**config.mk**
```make
export PLATFORM = sky130hd
export DESIGN_NAME = note_envelope
export DESIGN_NICKNAME = d
export VERILOG_FILES = /design/src/rtl/note_envelope.sv
export SDC_FILE = /design/constraint.sdc
export NUM_CORES = 1
export LEC_CHECK = 0
export BUFFER_PORTS_ARGS = -buffer_cell sky130_fd_sc_hd__buf_4
export CAP_MARGIN = 20
export CORE_UTILIZATION = 60
export CTS_BUF_LIST = sky130_fd_sc_hd__clkbuf_4 sky130_fd_sc_hd__clkbuf_8
export DETAILED_ROUTE_END_ITERATION = 8
export PLACE_DENSITY = 0.8
export SLEW_MARGIN = 20
export SYNTH_ARGS = -nofsm -noshare
export SYNTH_HDL_FRONTEND = slang
export SYNTH_SLANG_ARGS = --single-unit
```
**constraint.sdc**
```tcl
create_clock -name clk -period 9.9 [get_ports clk]
set_input_delay 2.475 -clock clk [delete_from_list [all_inputs] [get_ports clk]]
set_output_delay 2.475 -clock clk [all_outputs]
set_load 0.1 [all_outputs]
```
**src/rtl/note_envelope.sv**
```systemverilog
// ADSR amplitude shaper: steps an 8-bit gain on the 1/48 s beat and scales the note player's samples by it.
// Define NOTE_ENVELOPE_EXP_RELEASE_EN for an exponential (7/8 per beat) release instead of the linear one.
module note_envelope #(
  parameter logic [7:0] ATTACK_STEP   = 8'd64,
  parameter logic [7:0] DECAY_STEP    = 8'd16,
  parameter logic [7:0] SUSTAIN_LEVEL = 8'd192,
  parameter logic [7:0] RELEASE_STEP  = 8'd32
) (
  input  logic        clk,
  input  logic        reset,
  input  logic        play_enable,
  input  logic        note_start,
  input  logic        note_done,
  input  logic        beat,
  input  logic [15:0] sample_in,
  input  logic        sample_ready_in,
  output logic [15:0] sample_out,
  output logic        sample_ready_out,
  output logic [7:0]  gain,
  output logic        env_idle
);

  typedef enum logic [2:0] {
    IDLE    = 3'd0,
    ATTACK  = 3'd1,
    DECAY   = 3'd2,
    SUSTAIN = 3'd3,
    RELEASE = 3'd4
  } env_state_t;

  env_state_t state, state_n;
  logic [7:0] gain_n;
  logic       step;
  logic [8:0] attack_sum;
  logic [8:0] decay_floor;
`ifdef NOTE_ENVELOPE_EXP_RELEASE_EN
  logic [7:0] release_dec;
`endif

  assign step        = beat & play_enable & ~note_start;
  assign attack_sum  = {1'b0, gain} + {1'b0, ATTACK_STEP};
  assign decay_floor = {1'b0, SUSTAIN_LEVEL} + {1'b0, DECAY_STEP};
`ifdef NOTE_ENVELOPE_EXP_RELEASE_EN
  assign release_dec = ((gain >> 3) == 8'd0) ? 8'd1 : (gain >> 3);
`endif

  always_comb begin
    state_n = state;
    gain_n  = gain;
    if (note_start) begin
      // Retrigger keeps the current gain so the attack ramps from wherever we are.
      state_n = ATTACK;
    end else begin
      if (step) begin
        case (state)
          ATTACK: begin
            if (attack_sum >= 9'd255) begin
              gain_n  = 8'd255;
              state_n = DECAY;
            end else begin
              gain_n = attack_sum[7:0];
            end
          end
          DECAY: begin
            if ({1'b0, gain} <= decay_floor) begin
              gain_n  = SUSTAIN_LEVEL;
              state_n = SUSTAIN;
            end else begin
              gain_n = gain - DECAY_STEP;
            end
          end
          RELEASE: begin
`ifdef NOTE_ENVELOPE_EXP_RELEASE_EN
            if (gain <= release_dec) begin
              gain_n  = 8'd0;
              state_n = IDLE;
            end else begin
              gain_n = gain - release_dec;
            end
`else
            if (gain <= RELEASE_STEP) begin
              gain_n  = 8'd0;
              state_n = IDLE;
            end else begin
              gain_n = gain - RELEASE_STEP;
            end
`endif
          end
          default: ;
        endcase
      end
      if (state == IDLE) begin
        gain_n = 8'd0;
      end
      // Release needs no beat; any gain step taken this cycle still lands.
      if (note_done && (state == ATTACK || state == DECAY || state == SUSTAIN)) begin
        state_n = RELEASE;
      end
    end
  end

  always_ff @(posedge clk) begin
    if (reset) begin
      state    <= IDLE;
      gain     <= 8'd0;
      env_idle <= 1'b1;
    end else begin
      state    <= state_n;
      gain     <= gain_n;
      env_idle <= (state_n == IDLE);
    end
  end

  // Sample handshake: sample_ready_in qualifies sample_in for one cycle; sample_ready_out
  // pulses exactly one cycle later with the scaled value, which then holds until the next pulse.
  logic signed [24:0] sample_ext;
  logic signed [24:0] gain_ext;
  logic signed [24:0] product;
  logic signed [24:0] scaled;

  assign sample_ext = {{9{sample_in[15]}}, sample_in};
  assign gain_ext   = {17'd0, gain};
  assign product    = sample_ext * gain_ext;
  assign scaled     = product >>> 8;

  always_ff @(posedge clk) begin
    if (reset) begin
      sample_out       <= 16'd0;
      sample_ready_out <= 1'b0;
    end else begin
      sample_ready_out <= sample_ready_in;
      if (sample_ready_in) begin
        sample_out <= scaled[15:0];
      end
    end
  end

endmodule

```
==> flow_summary.toml <==
[critical_path]
cp_max_fo = 9
reg2reg_to = "sample_out[15]"
r2r_setup_slack_ps = 4530
crit_path_start_kind = "primary input"
critPathKind = "primary input to flop"
r2r_cells = 16
r2r_start = "gain[4]"
crit_chain = "buf_4 > and2_1 > ha_1 > xnor2_1 > fa_1 > inv_1 > fa_1 > inv_1 > fa_1 > inv_1 > ha_1 > a2111oi_2 > o21ai_1 > a21o_1 > a211o_1 > a21o_1 > a2111oi_2"
worst_ep_arrival_time_ps = 6860
required_ps = 10070
cpPeakStageDelay_ps = 530
cp_slowest_cell = "fa_1"
end_kind = "flop"

[clock_network]
cts_resized = 0
cts_root_buffer = "clkbuf_8"
clk_path_buf_depth = 2
cts_sinks = 26
cts_made_buffers = 3
cts_tree = "done"
clk_pin_slew_ps = 80
post_cts_buffers = 0
worstSkewPairLatency_ps = 260
holdBufCountCts = 0
h-tree-depth = 1

[detailed_routing]
drc = 0
drtIter0Drc = 218
viasPerCell = 5.61
postRouteAntennaNets = 0
num_vias = 4591
dr.pass1.iters = 4
wl_per_cell_um = 14.8
wl_um = 12100

[placed_design]
dp_hpwl_um = 9990
gp_congestion = 0.885
placed_cells = 816
io_buffers = 48
dp_slack_ps = 2920

[run_status]
outcome = "completed"

[min_path]
holdPathStages = 2
hold_end = "sample_out[10]"
hp-class = "flop to flop"
hp-start = "sample_out[10]"

[floorplanning]
die_w_um = 101
start_util = 0.625
fp.coreArea_um2 = 9330
die_h_um = 101
boundaryPins = 49
rows = 35
dieArea_um2 = 10100

[layout]
seq_area_um2 = 520
multi_input_area_um2 = 4700
drive_gt1_frac = 0.0957
areaGrowthSynthToFinish_pct = 6.51
final_common_cell = "inv_1"
utilization = 0.665
antenna_cells = 0
fin_nets = 860
layout_common_cells = "inv_1, and2_1, ha_1"
final_cell_count_no_fill = 819
nFillCells = 787

[global_routing]
grt_usage = 0.265
grt_antenna_before_repair = 0
grt_first_pass_wirelength_um = 21800
grt_max_degree = 26
grt_overflow = 0
grt_pass1_vias = 4858

[synth]
yosysSeqAreaShare = 0.0893
syn_avg_cell_area_um2 = 8.51
synth_enable_flop_cells = 0
ys_ff_latch = 26
async_reset_ff_frac = 0
synthDistinctLibCells = 61
synth-main-ff-cell = "dfxtp_1"
synthCells = 685
synth_nets = 853
yosysWarnings = 0
syn_area_um2 = 5830

[job]
maxCapViolCount = 0

[sta]
fin_skew_ps = 1.43
relSlewSlack = 0.329
final_hold_viol_count = 0
finalCriticalPeriod_ps = 6700
worst_slew_pin_slew_ps = 1000
setup_viol = 0
rsz0062_at_grt = "false"
final.period_utilization = 0.677
fin_setup_tns_ps = 0
fmax_mhz = 149
fin_ws_ps = 3200
drv_slew = 0

[power]
power_mw = 0.219
p_leak_nw = 3.48
cellPowerDensity_nw_per_um2 = 35.3
peakVddDrop_v = 0.0000526
metrics by stage:
stage                     area [um^2]  hold slack, ps
after floorplan                  5830             652
after global placement           6160             447
final                            6210             461
after global routing             6210             503
after CTS                        6210             464
after detailed placement         6160             444
synthesized netlist by cell type, types with 4 or more instances:
cell type	count	area, um^2
xnor2_1	12	105
and2_1	86	538
dfxtp_1	26	521
clkbuf_1	41	154
a31oi_1	5	31.3
xor2_1	28	245
fa_1	70	1400
nor2b_1	7	43.8
a21oi_1	18	90.1
nand4_1	4	25.0
a211oi_1	6	45.0
nand2b_1	7	43.8
o21ai_0	15	75.1
o31ai_1	4	30.0
nor3_1	4	20.0
nor2_1	16	60.1
ha_1	75	938
o21bai_1	6	45.0
nand2_1	40	150
a21o_1	28	210
inv_1	111	417
o21a_1	5	37.5
flip-flops by register name (all words and copies together), names as in the netlist:
| signal | cells |
|---|---|
| env_idle | 1 |
| gain | 5 |
| sample_out | 16 |
| sample_ready_out | 1 |
| state | 3 |
kinds of logic after synthesis:
group	after synthesis	synth area share
XOR/XNOR	40	0.0601
AO/OA/AOI/OAI	124	0.156
AND/OR/NAND/NOR	188	0.181
flip-flops	26	0.0893
multiplexers	4	0.00752
buffers and inverters	158	0.104
adder cells (fa/ha/maj)	145	0.402
where the power goes:
group / switching, mW / internal, mW
Combinational: 0.0341 / 0.0192
Clock: 0.0298 / 0.0272
Sequential: 0.00280 / 0.106
Total: 0.0666 / 0.153
how the worst max path moves through the flow:
| stage | cells after the start | from | slack, ps | to |
|---|---|---|---|---|
| after detailed placement | 17 | sample_in[3] | 2920 | sample_out[15] |
| after global routing | 17 | sample_in[3] | 2930 | sample_out[13] |
| after global placement | 17 | sample_in[3] | 3000 | sample_out[15] |
| after floorplan | 17 | sample_in[3] | 3100 | sample_out[15] |
| after CTS | 17 | sample_in[3] | 3190 | sample_out[15] |
| final | 17 | sample_in[3] | 3200 | sample_out[15] |
worst max-delay path, delay by kind of cell:
kind            cells  cell delay, ps
simple gates        1             160
compound gates      6            1560
xor+xnor            1             140
buf+inv             4             290
fa+ha+maj           5            2250
area by class of cell:
class,instances,area share
multi-input combinational,501,0.757
timing repair buffer,49,0.0593
tap,129,0.0260
sequential,26,0.0839
clock buffer,3,0.00665
inverter,111,0.0671
layer usage:
metal	track usage	share of wire
met1	0.321	0.43
met2	0.514	0.54
met3	0.0222	0.025
met4	0.0457	0.0091
met5	0	0
No activity file was read; power rests on OpenSTA's default activity.
